===== src/rtl/fetch_stage.sv =====
// Instruction-fetch stage: PC register, next-PC select and IF/ID pipeline register.
// Optional feature macro: FETCH_MISALIGN_CHECK_EN (word-align redirect targets, sticky misalign flag).
module fetch_stage #(
  parameter logic [31:0] RESET_PC  = 32'hBFC0_0000,
  parameter logic [31:0] NOP_INSTR = 32'h0000_0013
) (
  input  logic        clk,
  input  logic        rst,
  input  logic        stall_f,
  input  logic        stall_d,
  input  logic        flush_d,
  input  logic [1:0]  pcsrc_e,
  input  logic [31:0] branch_target_e,
  input  logic [31:0] jalr_target_e,
  output logic [31:0] imem_addr,
  input  logic [31:0] imem_rdata,
  output logic [31:0] instr_d,
  output logic [31:0] pc_d,
  output logic [31:0] pcplus4_d,
  output logic        valid_d,
  output logic        misalign
);

  logic [31:0] pc_r;
  logic [31:0] pcplus4_s;
  logic [31:0] target_s;
  logic [31:0] load_target_s;
  logic        redirect_s;

  assign pcplus4_s = pc_r + 32'd4;
  assign imem_addr = pc_r;

  // Redirect target select; pcsrc 11 is reserved and falls through to sequential fetch.
  always_comb begin
    target_s   = pcplus4_s;
    redirect_s = 1'b0;
    case (pcsrc_e)
      2'b01: begin
        target_s   = branch_target_e;
        redirect_s = 1'b1;
      end
      2'b10: begin
        target_s   = jalr_target_e & ~32'd1;
        redirect_s = 1'b1;
      end
      default: begin
        target_s   = pcplus4_s;
        redirect_s = 1'b0;
      end
    endcase
  end

`ifdef FETCH_MISALIGN_CHECK_EN
  logic target_misalign_s;
  logic misalign_r;

  // Misalignment is judged on the raw target so a jalr to an odd address is still flagged.
  always_comb begin
    target_misalign_s = 1'b0;
    case (pcsrc_e)
      2'b01:   target_misalign_s = |branch_target_e[1:0];
      2'b10:   target_misalign_s = |jalr_target_e[1:0];
      default: target_misalign_s = 1'b0;
    endcase
  end

  assign load_target_s = {target_s[31:2], 2'b00};

  // Sticky misalign flag, cleared only by reset.
  always_ff @(posedge clk) begin
    if (rst) begin
      misalign_r <= 1'b0;
    end else if (redirect_s && target_misalign_s) begin
      misalign_r <= 1'b1;
    end else begin
      misalign_r <= misalign_r;
    end
  end

  assign misalign = misalign_r;
`else
  assign load_target_s = target_s;
  assign misalign      = 1'b0;
`endif

  // PC register: a redirect wins over stall_f.
  always_ff @(posedge clk) begin
    if (rst) begin
      pc_r <= RESET_PC;
    end else if (redirect_s) begin
      pc_r <= load_target_s;
    end else if (stall_f) begin
      pc_r <= pc_r;
    end else begin
      pc_r <= pcplus4_s;
    end
  end

  // IF/ID register: flush beats stall.
  always_ff @(posedge clk) begin
    if (rst || flush_d) begin
      instr_d   <= NOP_INSTR;
      pc_d      <= 32'd0;
      pcplus4_d <= 32'd0;
      valid_d   <= 1'b0;
    end else if (stall_d) begin
      instr_d   <= instr_d;
      pc_d      <= pc_d;
      pcplus4_d <= pcplus4_d;
      valid_d   <= valid_d;
    end else begin
      instr_d   <= imem_rdata;
      pc_d      <= pc_r;
      pcplus4_d <= pcplus4_s;
      valid_d   <= 1'b1;
    end
  end

endmodule

===== config.mk =====
export PLATFORM = sky130hd
export DESIGN_NAME = fetch_stage
export DESIGN_NICKNAME = d
export VERILOG_FILES = /design/src/rtl/fetch_stage.sv
export SDC_FILE = /design/constraint.sdc
export NUM_CORES = 1
export LEC_CHECK = 0
export ABC_AREA = 1
export CORE_ASPECT_RATIO = 1.1
export CORE_MARGIN = 5
export CORE_UTILIZATION = 40
export DETAILED_ROUTE_END_ITERATION = 16
export PLACE_DENSITY = 0.79
export SETUP_SLACK_MARGIN = 0.5
export SLEW_MARGIN = 20
export SYNTH_ARGS = -nofsm -noshare
export SYNTH_HDL_FRONTEND = slang
export SYNTH_SLANG_ARGS = --single-unit

===== constraint.sdc =====
create_clock -name clk -period 2.2 [get_ports clk]
set_input_delay 0.22 -clock clk [delete_from_list [all_inputs] [get_ports clk]]
set_output_delay 0.22 -clock clk [all_outputs]
set_load 0.03 [all_outputs]

==> results by group <==
Clock network
  • Clock Latency Late Sink: 0.41 ns
  • CTS tree: done
  • Hold Buf Count CTS: 0
  • H-tree lvl count: 4
  • Bufs on Longest Clock Path: 2
  • Clk sinks: 127
  • CTS Buf Count: 17
  • Clock transition at the registers of the reported paths: 0.05 ns
  • CTS Root Cell: clkbuf_16

Worst setup path
  • Startpoint class of the critical path: flop
  • Slowest stage cell on the critical path: clkdlybuf4s50_1
  • Worst r2r path cells: 10
  • CP Capture Type: output pin
  • Critical path required time: 1.98 ns
  • Worst reg2reg path endpoint: pcplus4_d[28]$_SDFFE_PP0N_
  • Worst path bufs/invs: 1
  • CP endpoint: pcplus4_d[14]
  • Critical Setup Path Class: flop to output pin
  • Worst-path cell chain: clkdlybuf4s50_1
  • Crit-path max FO: 2
  • Worst EP arrival: 1.46 ns
  • Crit path largest cell delay: 0.73 ns
  • Crit path from: pcplus4_d[14]$_SDFFE_PP0N_
  • Flop-to-flop setup slack: 0.59 ns
  • CP top delay family: buffers and inverters
  • Reg-to-reg startpoint: imem_addr[3]$_SDFFE_PP0P_
  • Crit. path cell count: 1

Floorplanning
  • Ports: 233
  • Num rows: 46
  • Die area: 17,200 µm²
  • Die H: 137 µm
  • Initial Util: 0.407
  • Area of the core: 14,400 µm²
  • Die width: 126 µm

Pwr
  • Clock Power Share: 0.406
  • Pwr Total: 6210 µW
  • Power per cell area: 693 nW/µm²
  • Net Sw Frac: 0.280
  • VDD IR-drop max: 0.000479 V
  • Sequential share of power: 0.405
  • Leak: 0.00383 µW
  • P_sw: 1740 µW
  • Internal Power: 4470 µW
  • Combinational power share: 0.189

Synth
  • Syn Inst Count: 851
  • Main synth FF type: dfxtp_1
  • Simple-Gate Fraction of Synth Area: 0.265
  • Main combinational cell family by area after synthesis: simple AND/OR/NAND/NOR gates
  • Synth cell types: 34
  • Yosys warning total: 0
  • Post-synthesis adder-cell area fraction: 0.00639
  • Post-synth ARST share: 0
  • Post-synthesis sequential area ratio: 0.433
  • Mapped Nets: 957
  • Post-synthesis compound-gate area fraction: 0.188
  • Syn avg cell area: 6.90 µm²
  • Synth Register Bits: 127
  • Number of flops mapped to enable cells by yosys: 0
  • Cell Area, Synth: 5870 µm²
  • Post-synthesis xor/xnor area fraction: 0.0177
  • Post-synthesis mux area share: 0

Placement
  • Port Buffers: 230
  • HPWL after DPL: 15,500 µm
  • Placed Cells: 1,243
  • Routability cong.: 0.924

Final layout
  • Final #Nets: 1,179
  • Area grow syn2layout: 52.6%
  • # diodes: 0
  • Share of layout cells above drive strength 1: 0.0831
  • Final cell count without fillers: 1,275

Timing
  • Max Freq: 595 MHz
  • Slew @ Worst Pin: 0.522 ns
  • Rel. slew slack: 0.652
  • Max Clock Skew: 0.0100 ns
  • Tmin final: 1.68 ns
  • Final Slew Violations: 0
  • Final Setup Violations: 0
  • RSZ-0062 raised after global routing: no
  • Final TNS setup: 0 ns
  • Fin crit share: 0.764
  • Hold Vio Cnt, Final: 0

Status
  • Status: finished clean

Route
  • Vias: 6,369
  • Routed WL: 20,600 µm
  • Vias/cell: 5.00
  • WL/cell: 16.2 µm
  • Routed Antenna Nets: 0
  • First-iteration detailed-routing DRC count: 548
  • Drt pass-1 iters: 5
  • DR DRC count: 0

GRT
  • GRT Util Overall: 0.230
  • Number of global-route vias before repair: 5,771
  • Pin count of the biggest net entering global routing: 61
  • Initial antenna violation count: 0
  • First-pass GRT wire length: 31,400 µm
  • Remaining Overflow, GRT: 0

Worst hold path
  • Hold Path Class: input pin to flop

Flow run
  • Max-Cap Viols: 0
==> layout make-up <==
cell class / instances / area, µm²
Sequential cell: 127 / 2560
Fill cell: 1321 / 5480
Inverter: 72 / 272
Tap cell: 192 / 240
Clock inverter: 5 / 32.5
Multi-Input combinational cell: 600 / 2840
Timing Repair Buffer: 255 / 2520
Clock buffer: 24 / 502
==> state kept, by name, summed over array words and instances (netlist names) <==
signal     count
pcplus4_d     30
instr_d       32
imem_addr     32
pc_d          32
valid_d        1
==> cells by family after synthesis <==
group	count (synthesis)
XOR/XNOR	11
AO/OA/AOI/OAI	204
flip-flops	127
AND/OR/NAND/NOR	381
other	1
buffers and inverters	124
adder cells (fa/ha/maj)	3
==> worst min-delay path by stage <==
| stage | startpoint | to | slack, ns | depth (start not counted) |
|---|---|---|---|---|
| detailed placement | instr_d[12]$_SDFFE_PP0N_ | instr_d[12]$_SDFFE_PP0N_ | 0.45 | 2 |
| CTS | stall_d | instr_d[4]$_SDFFE_PP1N_ | 0.34 | 4 |
| floorplan | imem_rdata[0] | instr_d[0]$_SDFFE_PP1N_ | 0.33 | 2 |
| global placement | instr_d[12]$_SDFFE_PP0N_ | instr_d[12]$_SDFFE_PP0N_ | 0.44 | 2 |
| finish | stall_d | instr_d[4]$_SDFFE_PP1N_ | 0.35 | 4 |
| global route | imem_rdata[26] | instr_d[26]$_SDFFE_PP0N_ | 0.38 | 3 |
==> timing repair <==
item	CTS	global route
pin swaps	1	2
gates resized for setup	34	17
buffers inserted	2	1
setup endpoints to repair	43	39
==> cell usage after synthesis (all sizes together) (5+ instances only) <==
library cell	n	area (µm²)
nand2	250	956
dfxtp	127	2540
a21oi	114	571
nor2	94	395
inv	71	267
o21ai	65	329
clkbuf	35	151
nand3	33	183
buf	17	103
a22o	16	140
xor2	11	104
a31oi	5	31.3
==> cell usage in the layout (no fill, tap or decap), types with 20 or more instances in the layout <==
cell,instances
nand2_1,244
inv_1,68
o21ai_0,55
a21oi_1,114
clkdlybuf4s50_1,195
buf_4,20
nor2_1,82
dlygate4sd2_1,30
dfxtp_1,120
nand3_1,30
==> through the flow <==
| stage | utilization | hold slack, ns | setup slack (ns) | instance area [µm²] |
|---|---|---|---|---|
| 5_1_grt | 0.621 | 0.376 | 0.500 | 8960 |
| 3_5_place_dp | 0.581 | 0.451 | 0.245 | 8390 |
| 2_1_floorplan | - | 0.333 | 0.554 | 5880 |
| 3_3_place_gp | 0.581 | 0.442 | 0.343 | 8390 |
| 6_report | 0.621 | 0.346 | 0.518 | 8960 |
| 4_1_cts | 0.617 | 0.339 | 0.498 | 8910 |
==> routing by layer <==
metal / track usage / up-vias / wire length [µm]
li1: - / 3184 / -
met1: 0.297 / 2883 / 8480
met2: 0.381 / 271 / 9780
met3: 0.0500 / 31 / 1860
met4: 0.0795 / 0 / 487
met5: 0 / - / 0
==> power by group through the flow <==
stage | Combinational, µW | Clock, µW | Sequential, µW
detailed placement | 1190 | 0 | 2560
global placement | 1180 | 0 | 2560
finish | 1180 | 2520 | 2520
global route | 1260 | 2680 | 2530
CTS | 1170 | 2550 | 2510
floorplan | 419 | 0 | 2750
No activity file was read; power rests on OpenSTA's default activity.
